--- src/rtl/seq_divider.sv ---
// Sequential restoring divider: 2*WIDTH-bit dividend / WIDTH-bit divisor, one quotient bit per clock.
// Optional two's-complement operation when DIV_SIGNED_EN is defined.
module seq_divider #(
    parameter int unsigned WIDTH = 8
) (
    input  logic               i_clk,
    input  logic               i_reset,
    input  logic               i_start,
    input  logic [2*WIDTH-1:0] i_dividend,
    input  logic [WIDTH-1:0]   i_divisor,
    output logic [WIDTH-1:0]   o_quotient,
    output logic [WIDTH-1:0]   o_remainder,
    output logic               o_busy,
    output logic               o_done,
    output logic               o_div_zero,
    output logic               o_overflow
);

    localparam int unsigned DW = 2 * WIDTH;
    localparam int unsigned CW = (WIDTH > 1) ? $clog2(WIDTH) : 1;
    localparam logic [CW-1:0] LAST = CW'(WIDTH - 1);

    typedef enum logic [1:0] {
        S_IDLE = 2'd0,
        S_RUN  = 2'd1,
        S_DONE = 2'd2
    } state_t;

    state_t            r_state;
    logic [CW-1:0]     r_cnt;
    logic [WIDTH-1:0]  r_dvsr;
    logic [WIDTH-1:0]  r_part;
    logic [WIDTH-1:0]  r_shift;

    logic [DW-1:0]     w_dvd_mag;
    logic [WIDTH-1:0]  w_dvs_mag;
    logic [WIDTH:0]    w_trial;
    logic              w_ge;
    logic [WIDTH-1:0]  w_diff;
    logic [WIDTH-1:0]  w_part_nx;
    logic [WIDTH-1:0]  w_shift_nx;
    logic [WIDTH-1:0]  w_q_fin;
    logic [WIDTH-1:0]  w_r_fin;
    logic              w_q_ovf;

    // One restoring step: shift the next dividend bit into P, subtract if it fits.
    // r_shift holds the unconsumed dividend bits and collects quotient bits at its LSB.
    assign w_trial    = {r_part, r_shift[WIDTH-1]};
    assign w_ge       = (w_trial >= {1'b0, r_dvsr});
    assign w_diff     = WIDTH'(w_trial - {1'b0, r_dvsr});
    assign w_part_nx  = w_ge ? w_diff : w_trial[WIDTH-1:0];
    assign w_shift_nx = {r_shift[WIDTH-2:0], w_ge};

`ifdef DIV_SIGNED_EN
    logic              r_q_neg;
    logic              r_r_neg;
    logic              w_dvd_neg;
    logic              w_dvs_neg;
    logic [WIDTH-1:0]  w_q_lim;

    assign w_dvd_neg = i_dividend[DW-1];
    assign w_dvs_neg = i_divisor[WIDTH-1];
    assign w_dvd_mag = w_dvd_neg ? DW'(~i_dividend + DW'(1)) : i_dividend;
    assign w_dvs_mag = w_dvs_neg ? WIDTH'(~i_divisor + WIDTH'(1)) : i_divisor;

    // Negative quotients may reach -2^(W-1); positive ones stop at 2^(W-1)-1.
    assign w_q_lim = WIDTH'(1) << (WIDTH - 1);
    assign w_q_ovf = r_q_neg ? (w_shift_nx > w_q_lim) : (w_shift_nx >= w_q_lim);
    assign w_q_fin = r_q_neg ? WIDTH'(~w_shift_nx + WIDTH'(1)) : w_shift_nx;
    assign w_r_fin = r_r_neg ? WIDTH'(~w_part_nx + WIDTH'(1)) : w_part_nx;
`else
    assign w_dvd_mag = i_dividend;
    assign w_dvs_mag = i_divisor;
    assign w_q_ovf   = 1'b0;
    assign w_q_fin   = w_shift_nx;
    assign w_r_fin   = w_part_nx;
`endif

    // Control FSM, datapath and registered outputs.
    always_ff @(posedge i_clk) begin
        if (i_reset) begin
            r_state     <= S_IDLE;
            r_cnt       <= '0;
            r_dvsr      <= '0;
            r_part      <= '0;
            r_shift     <= '0;
            o_quotient  <= '0;
            o_remainder <= '0;
            o_busy      <= 1'b0;
            o_done      <= 1'b0;
            o_div_zero  <= 1'b0;
            o_overflow  <= 1'b0;
`ifdef DIV_SIGNED_EN
            r_q_neg     <= 1'b0;
            r_r_neg     <= 1'b0;
`endif
        end else begin
            case (r_state)
                S_IDLE: begin
                    if (i_start) begin
                        r_dvsr      <= w_dvs_mag;
                        r_part      <= w_dvd_mag[DW-1:WIDTH];
                        r_shift     <= w_dvd_mag[WIDTH-1:0];
                        r_cnt       <= '0;
                        o_quotient  <= '0;
                        o_remainder <= '0;
                        o_busy      <= 1'b1;
`ifdef DIV_SIGNED_EN
                        r_q_neg     <= w_dvd_neg ^ w_dvs_neg;
                        r_r_neg     <= w_dvd_neg;
`endif
                        if (w_dvs_mag == '0) begin
                            o_div_zero <= 1'b1;
                            o_overflow <= 1'b0;
                            o_done     <= 1'b1;
                            r_state    <= S_DONE;
                        end else if (w_dvd_mag[DW-1:WIDTH] >= w_dvs_mag) begin
                            o_div_zero <= 1'b0;
                            o_overflow <= 1'b1;
                            o_done     <= 1'b1;
                            r_state    <= S_DONE;
                        end else begin
                            o_div_zero <= 1'b0;
                            o_overflow <= 1'b0;
                            r_state    <= S_RUN;
                        end
                    end
                end
                S_RUN: begin
                    r_part  <= w_part_nx;
                    r_shift <= w_shift_nx;
                    r_cnt   <= r_cnt + CW'(1);
                    if (r_cnt == LAST) begin
                        o_done  <= 1'b1;
                        r_state <= S_DONE;
                        if (w_q_ovf) begin
                            o_overflow <= 1'b1;
                        end else begin
                            o_quotient  <= w_q_fin;
                            o_remainder <= w_r_fin;
                        end
                    end
                end
                S_DONE: begin
                    o_busy  <= 1'b0;
                    o_done  <= 1'b0;
                    r_state <= S_IDLE;
                end
                default: begin
                    o_busy  <= 1'b0;
                    o_done  <= 1'b0;
                    r_state <= S_IDLE;
                end
            endcase
        end
    end

endmodule
--- config.mk ---
export PLATFORM = sky130hd
export DESIGN_NAME = seq_divider
export DESIGN_NICKNAME = d
export VERILOG_FILES = /design/src/rtl/seq_divider.sv
export SDC_FILE = /design/constraint.sdc
export NUM_CORES = 1
export LEC_CHECK = 0
export BUFFER_PORTS_ARGS = -buffer_cell sky130_fd_sc_hd__buf_2
export CELL_PAD_IN_SITES_DETAIL_PLACEMENT = 1
export CELL_PAD_IN_SITES_GLOBAL_PLACEMENT = 2
export CORE_ASPECT_RATIO = 1.4
export CORE_UTILIZATION = 29
export DETAILED_ROUTE_END_ITERATION = 10
export HOLD_SLACK_MARGIN = 0.15
export MAX_ROUTING_LAYER = met4
export PLACE_DENSITY = 0.77
export SETUP_SLACK_MARGIN = 0.05
export SLEW_MARGIN = 20
export SYNTH_ARGS = -nofsm -noshare
export SYNTH_HDL_FRONTEND = slang
export SYNTH_SLANG_ARGS = --single-unit
--- constraint.sdc ---
create_clock -name i_clk -period 2.3 [get_ports i_clk]
set_input_delay 0 -clock i_clk [delete_from_list [all_inputs] [get_ports i_clk]]
set_output_delay 0 -clock i_clk [all_outputs]
set_load 0.01 [all_outputs]
==> summary.md <==
| Metric | Value |
|---|---|
| Final net count | 445 |
| DP Cell Count | 469 |
| Layout cells sized above 1 | 31.6% |
| Post-synthesis sequential area ratio | 38.9% |
| Port bufs | 46 |
| Synth warnings | 0 |
| Ys flop type | dfxtp_1 |
| Crit-path slowest cell | or4_4 |
| Peak Freq | 434 MHz |
| Worst Path Arrival | 2.48 ns |
| Post-detailed-route count of antenna-violating nets | 0 |
| Initial antenna violation count | 0 |
| Row count | 39 |
| Max-cap viol count | 0 |
| ANT cells | 0 |
| Post-Syn Instances | 309 |
| CTS tree | yes |
| Util after Layout | 43.3% |
| Share of flip-flops with an asynchronous set or reset | 0% |
| Vias in the first global route | 2,669 |
| Worst-Skew Late Latency | 0.30 ns |
| Post-synth EDFFs | 0 |
| First-pass GRT wire length | 13,100 um |
| Vias per std cell | 4.92 |
| Clock buffer depth | 2 |
| Synthesized cell area | 2520 um^2 |
| Worst setup margin | -0.00681 ns |
| Largest stage delay on the critical path | 0.49 ns |
| Path category of the worst min-delay check | input port to register |
| Minimum clock period | 2.31 ns |
| Die Ht | 112 um |
| Area Overhead vs Synth | 42.4% |
| Post-Layout Cell Count | 501 |
| Library cells used by synthesis | 43 |
| WP buf/inv | 3 |
| GPL Wtd Cong | 0.842 |
| Footprint of the multi-input gates | 1540 um^2 |
| Pleak | 1.52 nW |
| Via Count | 2,465 |
| Register Area | 991 um^2 |
| Clk pin slew, worst setup/hold paths | 0.06 ns |
| Worst Tran Pin Value | 0.789 ns |
| Final WL | 8010 um |
| Setup Crit Path Kind | register to register |
| Post-DP HPWL | 5890 um |
| Grt ovf | 0 |
| Worst Path Required | 2.48 ns |
| Max_slew headroom | 47.3% |
| Slew Limit Fails | 0 |
| Avg Cell Area, Syn | 8.16 um^2 |
| Failing checks | negative setup slack |
| I/O pins | 47 |
| Drt first pass iters | 4 |
| DRT iter0 DRCs | 97 |
| Worst path top cell family by delay | simple AND/OR/NAND/NOR gates |
| FF+latch count, synth | 49 |
| Initial core utilization | 30.4% |
| Die area | 9080 um^2 |
| Status | finished, violations left |
| Final critical-path share of the clock period | 100% |
| Root Buffer | clkbuf_16 |
| Worst setup EP type | register |
| Final Hold Fails | 0 |
| Pwr Density | 861 nW/um^2 |
| Per-cell routed wire length | 16.0 um |
| Die W | 80.8 um |
| Number of fill cells | 1,002 |
| Largest net degree at the start of global routing | 38 |
| Worst VDD drop | 0.353 mV |
| CTS sink count | 49 |
| Drt drc | 0 |
| RSZ-0062 raised after global routing | yes |
| Final setup fails | 1 |
| H-tree Lvls | 2 |
| R2R Setup Slk | -0.007 ns |
| Worst-path cell chain | inv_2 -> ha_4 -> and3_4 -> and4_4 -> or4_4 -> a21oi_4 -> buf_12 -> mux2i_2 -> buf_4 -> o21ai_1 |
| Syn_nets | 355 |
| TritonCTS Buffers | 5 |
| Total track usage | 20.0% |
| Startpoint Class | register |
| Worst Path Max Fanout | 9 |
| Setup skew after layout | 0.00435 ns |
| Floorplan core area | 8300 um^2 |
## tightest hold or removal path: stages
cell	delay (ns)
buf_2	0.09
mux2_2	0.17
nand2_1	0.05
a21oi_1	0.10
## cell families after synthesis
| group | share of synthesized area, % |
|---|---|
| AO/OA/AOI/OAI | 20.2 |
| XOR/XNOR | 1.74 |
| adder cells (fa/ha/maj) | 9.73 |
| buffers and inverters | 5.71 |
| flip-flops | 38.9 |
| multiplexers | 3.42 |
| AND/OR/NAND/NOR | 20.2 |
## per-layer routing
metal  vias to the layer above  part of all wire (%)  wire length, um  track usage (%)
met5                         -                     0                0                -
met4                         0                   2.3              187             8.45
met3                        11                   2.4              194             3.25
met2                        38                    55             4430             36.7
met1                      1177                    40             3200             20.3
li1                       1239                     -                -                -
## path summary, 6_finish.rpt
| kind | startpoint | end | cells past startpoint |
|---|---|---|---|
| min | i_start | r_state[1]$_SDFFE_PP0P_ | 4 |
| min reg2reg | o_remainder[3]$_SDFFE_PP0P_ | o_remainder[3]$_SDFFE_PP0P_ | 2 |
| max reg2reg | r_dvsr[3]$_SDFFE_PP0P_ | o_remainder[4]$_SDFFE_PP0P_ | 10 |
| max | r_dvsr[3]$_SDFFE_PP0P_ | o_remainder[4]$_SDFFE_PP0P_ | 10 |
## where the power goes
group	switching (mW)	internal [mW]	leakage, nW
sequential	0.0591	0.919	0.403
clock	0.329	0.505	0.0797
combinational	0.625	0.654	1.04
total	1.01	2.08	1.52
## per-stage QoR
step | total power [mW] | setup slack [ns] | hold WS [ns] | area, um^2 | setup TNS (ns)
finish | 3.09 | -0.00681 | 0.156 | 3590 | -0.00681
global route | 3.26 | -0.0931 | 0.182 | 3590 | -0.639
CTS | 3.08 | 0.00864 | 0.159 | 3560 | 0
detailed placement | 2.11 | -0.195 | 0.275 | 3090 | -0.560
global placement | 2.08 | -0.165 | 0.274 | 3090 | -0.284
floorplan | 1.65 | 0.0503 | 0.136 | 2580 | 0
## flip-flops by register name, summed over array words and instances (netlist names)
signal	cells
o_overflow	1
o_busy	1
r_shift	8
o_remainder	8
r_cnt	3
r_part	8
o_done	1
r_dvsr	8
r_state	2
o_quotient	8
o_div_zero	1
## repair_timing
item,in CTS,in global routing
setup buffers,0,0
hold endpoints to repair,24,0
gates resized for setup,19,7
endpoints found under the setup margin,14,18
pin swaps,0,3
hold buffers,25,0
## layout make-up
class                      instances  share of cell area [%]
multi-input combinational        228                    42.9
sequential                        49                    27.6
timing repair buffer              98                    19.7
tap                              102                    3.56
clock buffer                       5                    3.49
inverter                          17                    1.78
clock inverter                     2                   0.976
## cell usage after synthesis, types with 3 or more instances
master / instances / area [um^2]
buf_6: 3 / 33.8
inv_1: 17 / 63.8
o21ai_1: 8 / 40.0
ha_1: 18 / 225
nand2b_1: 5 / 31.3
nand3_1: 9 / 45.0
nand2_1: 66 / 248
a22oi_1: 7 / 52.6
a21oi_1: 43 / 215
xor2_1: 3 / 26.3
a31o_2: 7 / 61.3
dfxtp_1: 49 / 981
mux2i_1: 6 / 60.1
clkbuf_1: 11 / 41.3
o21ai_0: 5 / 25.0
nor2_1: 17 / 63.8
## cells in the final DEF (no fill, tap or decap), drive strengths merged
| master | netlist | layout |
|---|---|---|
| inv | 17 | 17 |
| nor4 | 2 | 2 |
| clkinv | 0 | 1 |
| bufinv | 0 | 1 |
| a211o | 2 | 2 |
| nor3 | 2 | 2 |
| xor2 | 3 | 3 |
| and2b | 1 | 1 |
| a21o | 3 | 3 |
| a22oi | 7 | 7 |
| and3 | 3 | 3 |
| and4 | 1 | 1 |
| nand3 | 9 | 9 |
| a211oi | 1 | 1 |
| clkbuf | 11 | 5 |
| nand3b | 1 | 1 |
| and2 | 2 | 2 |
| a21oi | 44 | 44 |
| a31o | 7 | 7 |
| nand2b | 5 | 5 |
| mux2 | 2 | 2 |
| or4 | 2 | 2 |
| o21bai | 1 | 1 |
| ha | 18 | 18 |
| dlygate4sd3 | 0 | 25 |
| buf | 4 | 73 |
| o21a | 1 | 1 |
| nor2 | 17 | 17 |
| xnor2 | 2 | 2 |
| mux2i | 6 | 6 |
| nor2b | 2 | 2 |
| dfxtp | 49 | 49 |
| o211ai | 1 | 1 |
| a311oi | 1 | 1 |
| a221o | 1 | 1 |
| o2bb2ai | 1 | 1 |
| o21ai | 13 | 13 |
| fa | 1 | 1 |
| nand2 | 66 | 66 |
No activity file was read; power rests on OpenSTA's default activity.
